$ cat src/rtl/seq_mult16_pkg.sv
// Shared definitions for the sequential 16x16 shift-and-add multiplier.
package seq_mult16_pkg;

   // Operand width supported by the fixed-width partial-product adder.
   localparam int OP_W       = 16;
   // Number of shift-and-add iterations per operation.
   localparam int ITER_COUNT = 16;
   // Iteration counter width: wide enough to hold ITER_COUNT without wrapping.
   localparam int CNT_W      = 5;

   typedef enum logic [1:0] {
      ST_IDLE = 2'd0,
      ST_RUN  = 2'd1,
      ST_DONE = 2'd2
   } state_t;

   // True on the RUN cycle whose edge completes the final iteration.
   function automatic logic is_last_iter(input logic [CNT_W-1:0] cnt);
      return cnt == CNT_W'(ITER_COUNT - 1);
   endfunction

endpackage

$ cat src/rtl/seq_mult16_adder16.sv
// 16-bit carry-lookahead adder: four 4-bit lookahead groups joined by a
// group-level carry chain. Purely combinational.
module adder16 (
   input  logic [15:0] a_i,
   input  logic [15:0] b_i,
   input  logic        cin_i,
   output logic [15:0] s_o,
   output logic        cout_o,
   output logic        p_o
);

   logic [15:0] g;
   logic [15:0] p;
   logic [15:0] c;
   logic [3:0]  gg;
   logic [3:0]  gp;
   logic [4:0]  gc;

   assign g = a_i & b_i;
   assign p = a_i ^ b_i;

   // Group generate/propagate, group carries, then in-group carries.
   always_comb begin
      gg = '0;
      gp = '0;
      gc = '0;
      c  = '0;
      gc[0] = cin_i;
      for (int j = 0; j < 4; j++) begin
         gp[j] = p[4*j+3] & p[4*j+2] & p[4*j+1] & p[4*j];
         gg[j] = g[4*j+3]
               | (p[4*j+3] & g[4*j+2])
               | (p[4*j+3] & p[4*j+2] & g[4*j+1])
               | (p[4*j+3] & p[4*j+2] & p[4*j+1] & g[4*j]);
         gc[j+1] = gg[j] | (gp[j] & gc[j]);
         c[4*j] = gc[j];
         for (int k = 0; k < 3; k++) begin
            c[4*j+k+1] = g[4*j+k] | (p[4*j+k] & c[4*j+k]);
         end
      end
   end

   assign s_o    = p ^ c;
   assign cout_o = gc[4];
   assign p_o    = &gp;

endmodule

$ cat src/rtl/seq_mult16.sv
// Sequential unsigned 16x16 shift-and-add multiplier. One adder16 is reused
// for 16 iterations; the 33-bit {carry,sum,multiplier} value is shifted right
// once per RUN cycle so the product accumulates in {acc,mq}.
module seq_mult16
   import seq_mult16_pkg::*;
#(
   parameter int WIDTH = 16
) (
   input  logic               clk,
   input  logic               rst,
   input  logic               start,
   input  logic [WIDTH-1:0]   a,
   input  logic [WIDTH-1:0]   b,
   output logic               ready,
   output logic               done,
   output logic [2*WIDTH-1:0] product
);

   if (WIDTH != OP_W) begin : g_width_check
      $error("seq_mult16: WIDTH must be 16, adder16 is fixed-width");
   end

   state_t             state_q, state_d;
   logic [WIDTH-1:0]   acc_q, acc_d;
   logic [WIDTH-1:0]   mq_q, mq_d;
   logic [WIDTH-1:0]   mcand_q, mcand_d;
   logic [CNT_W-1:0]   count_q, count_d;
   logic [2*WIDTH-1:0] product_q, product_d;

   logic [WIDTH-1:0]   add_b;
   logic [WIDTH-1:0]   sum;
   logic               cout;

   // Multiplicand is added only when the current multiplier LSB is set.
   assign add_b = mq_q[0] ? mcand_q : '0;

   adder16 u_adder16 (
      .a_i    (acc_q),
      .b_i    (add_b),
      .cin_i  (1'b0),
      .s_o    (sum),
      .cout_o (cout),
      .p_o    ()
   );

   // Next-state and datapath update for the IDLE/RUN/DONE sequencer.
   always_comb begin
      state_d   = state_q;
      acc_d     = acc_q;
      mq_d      = mq_q;
      mcand_d   = mcand_q;
      count_d   = count_q;
      product_d = product_q;
      unique case (state_q)
         ST_IDLE: begin
            if (start) begin
               mcand_d = a;
               acc_d   = '0;
               mq_d    = b;
               count_d = '0;
               state_d = ST_RUN;
            end
         end
         ST_RUN: begin
            // Carry goes into acc MSB so no bit of the partial sum is lost.
            acc_d   = {cout, sum[WIDTH-1:1]};
            mq_d    = {sum[0], mq_q[WIDTH-1:1]};
            count_d = count_q + CNT_W'(1);
            if (is_last_iter(count_q)) begin
               product_d = {acc_d, mq_d};
               state_d   = ST_DONE;
            end
         end
         ST_DONE: begin
            state_d = ST_IDLE;
         end
         default: begin
            state_d = ST_IDLE;
         end
      endcase
   end

   // State and datapath registers with synchronous reset.
   always_ff @(posedge clk) begin
      if (rst) begin
         state_q   <= ST_IDLE;
         acc_q     <= '0;
         mq_q      <= '0;
         mcand_q   <= '0;
         count_q   <= '0;
         product_q <= '0;
      end else begin
         state_q   <= state_d;
         acc_q     <= acc_d;
         mq_q      <= mq_d;
         mcand_q   <= mcand_d;
         count_q   <= count_d;
         product_q <= product_d;
      end
   end

   assign ready   = (state_q == ST_IDLE);
   assign done    = (state_q == ST_DONE);
   assign product = product_q;

endmodule

$ cat config.mk
export PLATFORM = sky130hd
export DESIGN_NAME = seq_mult16
export DESIGN_NICKNAME = d
export VERILOG_FILES = /design/src/rtl/seq_mult16_pkg.sv /design/src/rtl/seq_mult16_adder16.sv /design/src/rtl/seq_mult16.sv
export SDC_FILE = /design/constraint.sdc
export NUM_CORES = 1
export LEC_CHECK = 0
export CAP_MARGIN = 20
export CORE_MARGIN = 2
export CORE_UTILIZATION = 55
export DETAILED_ROUTE_END_ITERATION = 12
export PLACE_DENSITY = 0.83
export SKIP_LAST_GASP = 1
export SYNTH_ARGS = -nofsm -noshare
export SYNTH_HDL_FRONTEND = slang
export SYNTH_HIERARCHICAL = 1
export SYNTH_SLANG_ARGS = --single-unit
$ cat constraint.sdc
create_clock -name clk -period 10 [get_ports clk]
set_input_delay 2 -clock clk [delete_from_list [all_inputs] [get_ports clk]]
set_output_delay 2 -clock clk [all_outputs]
set_load 0.03 [all_outputs]
=== Word level (Yosys, flattened, before mapping) ===
Index checks and enable logic that the tools add are counted.

* Output and inout bits: 34
* Register bits after elaboration: 87
* Logic and storage cells: 94
* Input bits: 35

* Bitwise logic cells: 66
* Add/sub/neg operators: 1
* Equal/unequal tests: 5
* Muxes and demuxes: 10
* Reduce and logical (&&, ||, !) cells: 6

{| class="wikitable"
|+ Operator list
! cell !! number
|-
| 16-bit one-hot mux with 2 select lines || 2
|-
| 16-bit two-way mux || 3
|-
| 1-bit bitwise AND || 37
|-
| 16-bit XOR || 2
|-
| 1-bit OR || 26
|-
| 16-bit bitwise AND || 1
|-
| 5-bit one-hot mux with 2 select lines || 1
|-
| 2-bit AND reduction || 4
|-
| 5-bit by 1-bit adder with 5-bit output (second input constant) || 1
|-
| 5-bit by 4-bit equality test with 1-bit output (second input constant) || 1
|-
| 5-bit two-way mux || 1
|-
| 2-bit two-way mux || 2
|-
| 2-bit != test (second input constant) || 2
|-
| 2-bit one-hot mux with 2 select lines || 1
|-
| 2-bit by 1-bit equality test with 1-bit output (second input constant) || 1
|-
| 2-bit equality test (second input constant) || 1
|-
| 2-bit zero test || 1
|-
| 2-bit nonzero test || 1
|}

=== Longest topological paths before layout ===
* Word-level depth: 18
* Gate-level depth with buffers: 14
* Gate-level depth less buffers: 13

=== Cells and area by module ===
The synthesis kept the hierarchy.

{| class="wikitable"
|+ By module, submodules not included
! module !! seq. area each (sq um) !! area an instance (sq um) !! instances !! cells each
|-
| seq_mult16 || 1741.7 || 3340.7 || 1 || 358
|-
| adder16 || 0.0 || 698.2 || 1 || 73
|}

=== Worst setup path before layout ===
OpenSTA, ideal clock, no wires.

* Path kind: flip-flop to flip-flop
* Start point: register mq_q[0]
* End point: register product_q[30] (netlist: product[30])
* Buffers on the path: 0
* Clock period less this slack: 3.339 ns
* Stages on the path, launching flop included: 12
* Required time: 9.883 ns
* Arrival: 3.222 ns
* Path slack: 6.661 ns
* Library setup time: 0.117 ns
* Cell sequence: dfxtp_1 -> and2_1 -> ha_1 -> a21o_1 -> a221o_1 -> a221oi_2 -> o21bai_1 -> fa_1 -> fa_1 -> fa_1 -> xor2_1 -> a22o_1

* Word-level cells in the longest chain between the ends: 17
* Elaborated cells between the ends (all ways): 40
* Classes of those cells: mux (1); bitwise (39)

{| class="wikitable"
|+ Ends and longest elaborated chain
! element !! RTL line !! source
|-
| start, declared || seq_mult16.sv:25 || <nowiki>logic [WIDTH-1:0] mq_q, mq_d;</nowiki>
|-
| start signal, assigned || seq_mult16.sv:95 || <nowiki>mq_q <= mq_d;</nowiki>
|-
| 16-bit two-way mux (*) || seq_mult16.sv:35 || <nowiki>assign add_b = mq_q[0] ? mcand_q : '0;</nowiki>
|-
| via add_b[2] || seq_mult16.sv:30 || <nowiki>logic [WIDTH-1:0] add_b;</nowiki>
|-
| 16-bit bitwise AND / 16-bit XOR (equally long branches) || seq_mult16_adder16.sv:19, seq_mult16_adder16.sv:20 ||
|-
| 1-bit bitwise AND, on equally long branches || seq_mult16_adder16.sv:32, seq_mult16_adder16.sv:33, seq_mult16_adder16.sv:34 ||
|-
| 1-bit OR (tied with other cells) || seq_mult16_adder16.sv:32 || <nowiki>| (p[4*j+3] & g[4*j+2])</nowiki>
|-
| 1-bit OR / 1-bit bitwise AND (equally long branches) || seq_mult16_adder16.sv:33, seq_mult16_adder16.sv:34 ||
|-
| 1-bit OR (*) || seq_mult16_adder16.sv:34 || <nowiki>| (p[4*j+3] & p[4*j+2] & p[4*j+1] & g[4*j]);</nowiki>
|-
| 1-bit bitwise AND (*) || seq_mult16_adder16.sv:35 || <nowiki>gc[j+1] = gg[j] | (gp[j] & gc[j]);</nowiki>
|-
| [3 not listed] || - ||
|-
| 1-bit bitwise AND (*) || seq_mult16_adder16.sv:38 || <nowiki>c[4*j+k+1] = g[4*j+k] | (p[4*j+k] & c[4*j+k]);</nowiki>
|-
| 1-bit OR (*) || seq_mult16_adder16.sv:38 ||
|-
| 1-bit bitwise AND (*) || seq_mult16_adder16.sv:38 ||
|-
| 1-bit OR (*) || seq_mult16_adder16.sv:38 ||
|-
| 1-bit bitwise AND (*) || seq_mult16_adder16.sv:38 ||
|-
| 1-bit OR (*) || seq_mult16_adder16.sv:38 ||
|-
| 16-bit XOR (*) || seq_mult16_adder16.sv:43 || <nowiki>assign s_o = p ^ c;</nowiki>
|-
| via sum[15] || seq_mult16.sv:31 || <nowiki>logic [WIDTH-1:0] sum;</nowiki>
|-
| end signal, assigned || seq_mult16.sv:98 || <nowiki>product_q <= product_d;</nowiki>
|-
| end, declared || seq_mult16.sv:28 || <nowiki>logic [2*WIDTH-1:0] product_q, product_d;</nowiki>
|}

The timed path passes the listed nets; every way through them passes the cells marked *.
A chain may end at the register's enable or synchronous reset.

=== Worst setup path after layout ===
Ends and elaborated chain as after synthesis.

==> flow_metrics.env <==
export IMPL_cp_depth=11
export IMPL_grt_pass1_wl_um=14100
export IMPL_fin_util_pct=68.3
export IMPL_met2_usage_pct=37.5
export IMPL_ctsResizeCount=0
export IMPL_drv_slew=0
export IMPL_min_path_cells=2
export IMPL_die_area_um2=8020
export IMPL_syn_to_final_growth_pct=21.7
export IMPL_fin_skew_ns=0.00802
export IMPL_grt_util_met1_pct=29.4
export IMPL_diodes=0
export IMPL_worstSetupEndpointType="flip-flop"
export IMPL_grt_max_degree=57
export IMPL_worst_pin_slew_ns=1.02
export IMPL_start_kind="flip-flop"
export IMPL_cts_tree="yes"
export IMPL_htree_levels=3
export IMPL_fin_nets=548
export IMPL_r2r_cells=11
export IMPL_cts_clk_slew_worst_paths_ns=0.09
export IMPL_rows=31
export IMPL_grt_usage_pct=22.9
export IMPL_maxCapViolations=0
export IMPL_ioPinCount=69
export IMPL_path_common_cell="fa_1"
export IMPL_p_leak_uw=0.00202
export IMPL_vias=3196
export IMPL_yosys_warnings=6
export IMPL_syn_avg_cell_area_um2=9.39
export IMPL_syn_area_um2=4030
export IMPL_crit_arrival_ns=4.17
export IMPL_syn_inst=429
export IMPL_place_hpwl_um=5770
export IMPL_drc_errors=0
export IMPL_path_cells="and2_1, ha_1, a21o_1, a221o_1, a221oi_2, o21bai_1, fa_1, fa_1, fa_1, xor2_1, a22o_1"
export IMPL_initial_core_util_pct=56.1
export IMPL_drtIter0Drc=137
export IMPL_cts_max_path_buffers=2
export IMPL_cp_top_family="adder cells"
export IMPL_period_share_pct=39.1
export IMPL_drive_gt1_share_pct=6.56
export IMPL_power_total_uw=719
export IMPL_portBuffers=68
export IMPL_timing_critical_path_buf_inv=0
export IMPL_top_usage_layer="met2"
export IMPL_ant_nets=0
export IMPL_viasPerCell=5.44
export IMPL_max_freq_mhz=256
export IMPL_period_minus_slack_ns=3.91
export IMPL_max_slew_margin_pct=31.5
export IMPL_overflow=0
export IMPL_totalWireLength_um=8720
export IMPL_dieHeight_um=89.6
export IMPL_setup_viol=0
export IMPL_cpMaxStageDelayCell="dfxtp_1"
export IMPL_ir_drop_uv=82.5
export IMPL_core_region_area_um2=7180
export IMPL_die_w_um=89.6
export IMPL_detail_route_first_pass_iterations=5
export IMPL_cts_buffers=9
export IMPL_status="finished, final reports clean"
export IMPL_fill_cells=577
export IMPL_place_gp_congestion=0.880
export IMPL_hold_slack_ns=0.454
export IMPL_pwr_density_cell_nw_per_um2=147
export IMPL_clock_sinks=87
export IMPL_clock_latency_ns=0.36
export IMPL_clock_root_buffer="clkbuf_8"
export IMPL_hold_path_class="reg -> reg"
export IMPL_finalHoldViolations=0
export IMPL_use_met3_pct=4.89
export IMPL_grt_pass1_vias=3065
export IMPL_detail_route_wl_per_cell_um=14.9
export IMPL_antenna_found_initial=0
export IMPL_post_cts_buffers=0
export IMPL_crit_path_max_fanout=17
export IMPL_crit_type="reg -> reg"
export IMPL_critPathRequiredTime_ns=10.26
export IMPL_setup_tns_final_ns=0
export IMPL_max_stage_delay_ns=0.63
export IMPL_rsz0062_at_grt="false"
export IMPL_postCtsHoldBufs=0
-- stage by stage --
step                cell area (um2)  instances  worst slack [ns]
floorplan                      4030        430              6.66
global placement               4620        569              6.12
detailed placement             4620        569              6.08
CTS                            4850        585              6.08
global route                   4900        587              5.91
finish                         4900        587              6.09
-- final cells by class --
cell class | instances | area [um2] | area share [%]
Clock buffer | 9 | 124 | 2.53
Clock inverter | 7 | 104 | 2.12
Inverter | 20 | 75.1 | 1.53
Multi-Input combinational cell | 293 | 1990 | 40.7
Sequential cell | 87 | 1740 | 35.5
Tap cell | 99 | 124 | 2.53
Timing Repair Buffer | 72 | 738 | 15.1
-- power by group --
group          total [uW]  internal [uW]  switching (uW)
sequential            368            358            9.88
combinational        70.6           30.1            40.4
clock                 280            144             136
-- worst reg2reg max path, stage by stage (launching register included) --
cell,delay (ns)
dfxtp_1,0.63
and2_1,0.24
ha_1,0.25
a21o_1,0.19
a221o_1,0.40
a221oi_2,0.40
o21bai_1,0.15
fa_1,0.41
fa_1,0.39
fa_1,0.39
xor2_1,0.16
a22o_1,0.20
-- final timing paths --
path / startpoint / to / slack, ns
max: mq_q[0]$_SDFFE_PP0P_ / product[30]$_SDFFE_PP0P_ / 6.09
max reg2reg: mq_q[0]$_SDFFE_PP0P_ / product[30]$_SDFFE_PP0P_ / 6.09
min: mcand_q[4]$_SDFFE_PP0P_ / mcand_q[4]$_SDFFE_PP0P_ / 0.45
min reg2reg: mcand_q[4]$_SDFFE_PP0P_ / mcand_q[4]$_SDFFE_PP0P_ / 0.45
-- placed cells by master, fill, tap and decap left out, types with 3 or more instances in the layout --
cell,n
and2_1,16
xnor2_1,3
nand2_1,69
clkbuf_8,9
a21oi_1,53
nor2_1,18
clkdlybuf4s50_1,67
a22o_1,32
inv_1,20
a211oi_1,14
a21o_1,4
dfxtp_1,87
ha_1,18
fa_1,12
nand3_1,21
-- state kept, by name, summed over array words and instances, names as in the netlist --
register / cells
count_q: 5
mq_q: 16
mcand_q: 16
acc_q: 16
state_q: 2
product: 32
-- layer usage --
| layer | up-vias | wire length [um] |
|---|---|---|
| met4 | 0 | 126 |
| met2 | 86 | 4110 |
| met5 | - | 0 |
| li1 | 1582 | - |
| met3 | 10 | 444 |
| met1 | 1518 | 4040 |
No activity file was read; power rests on OpenSTA's default activity.
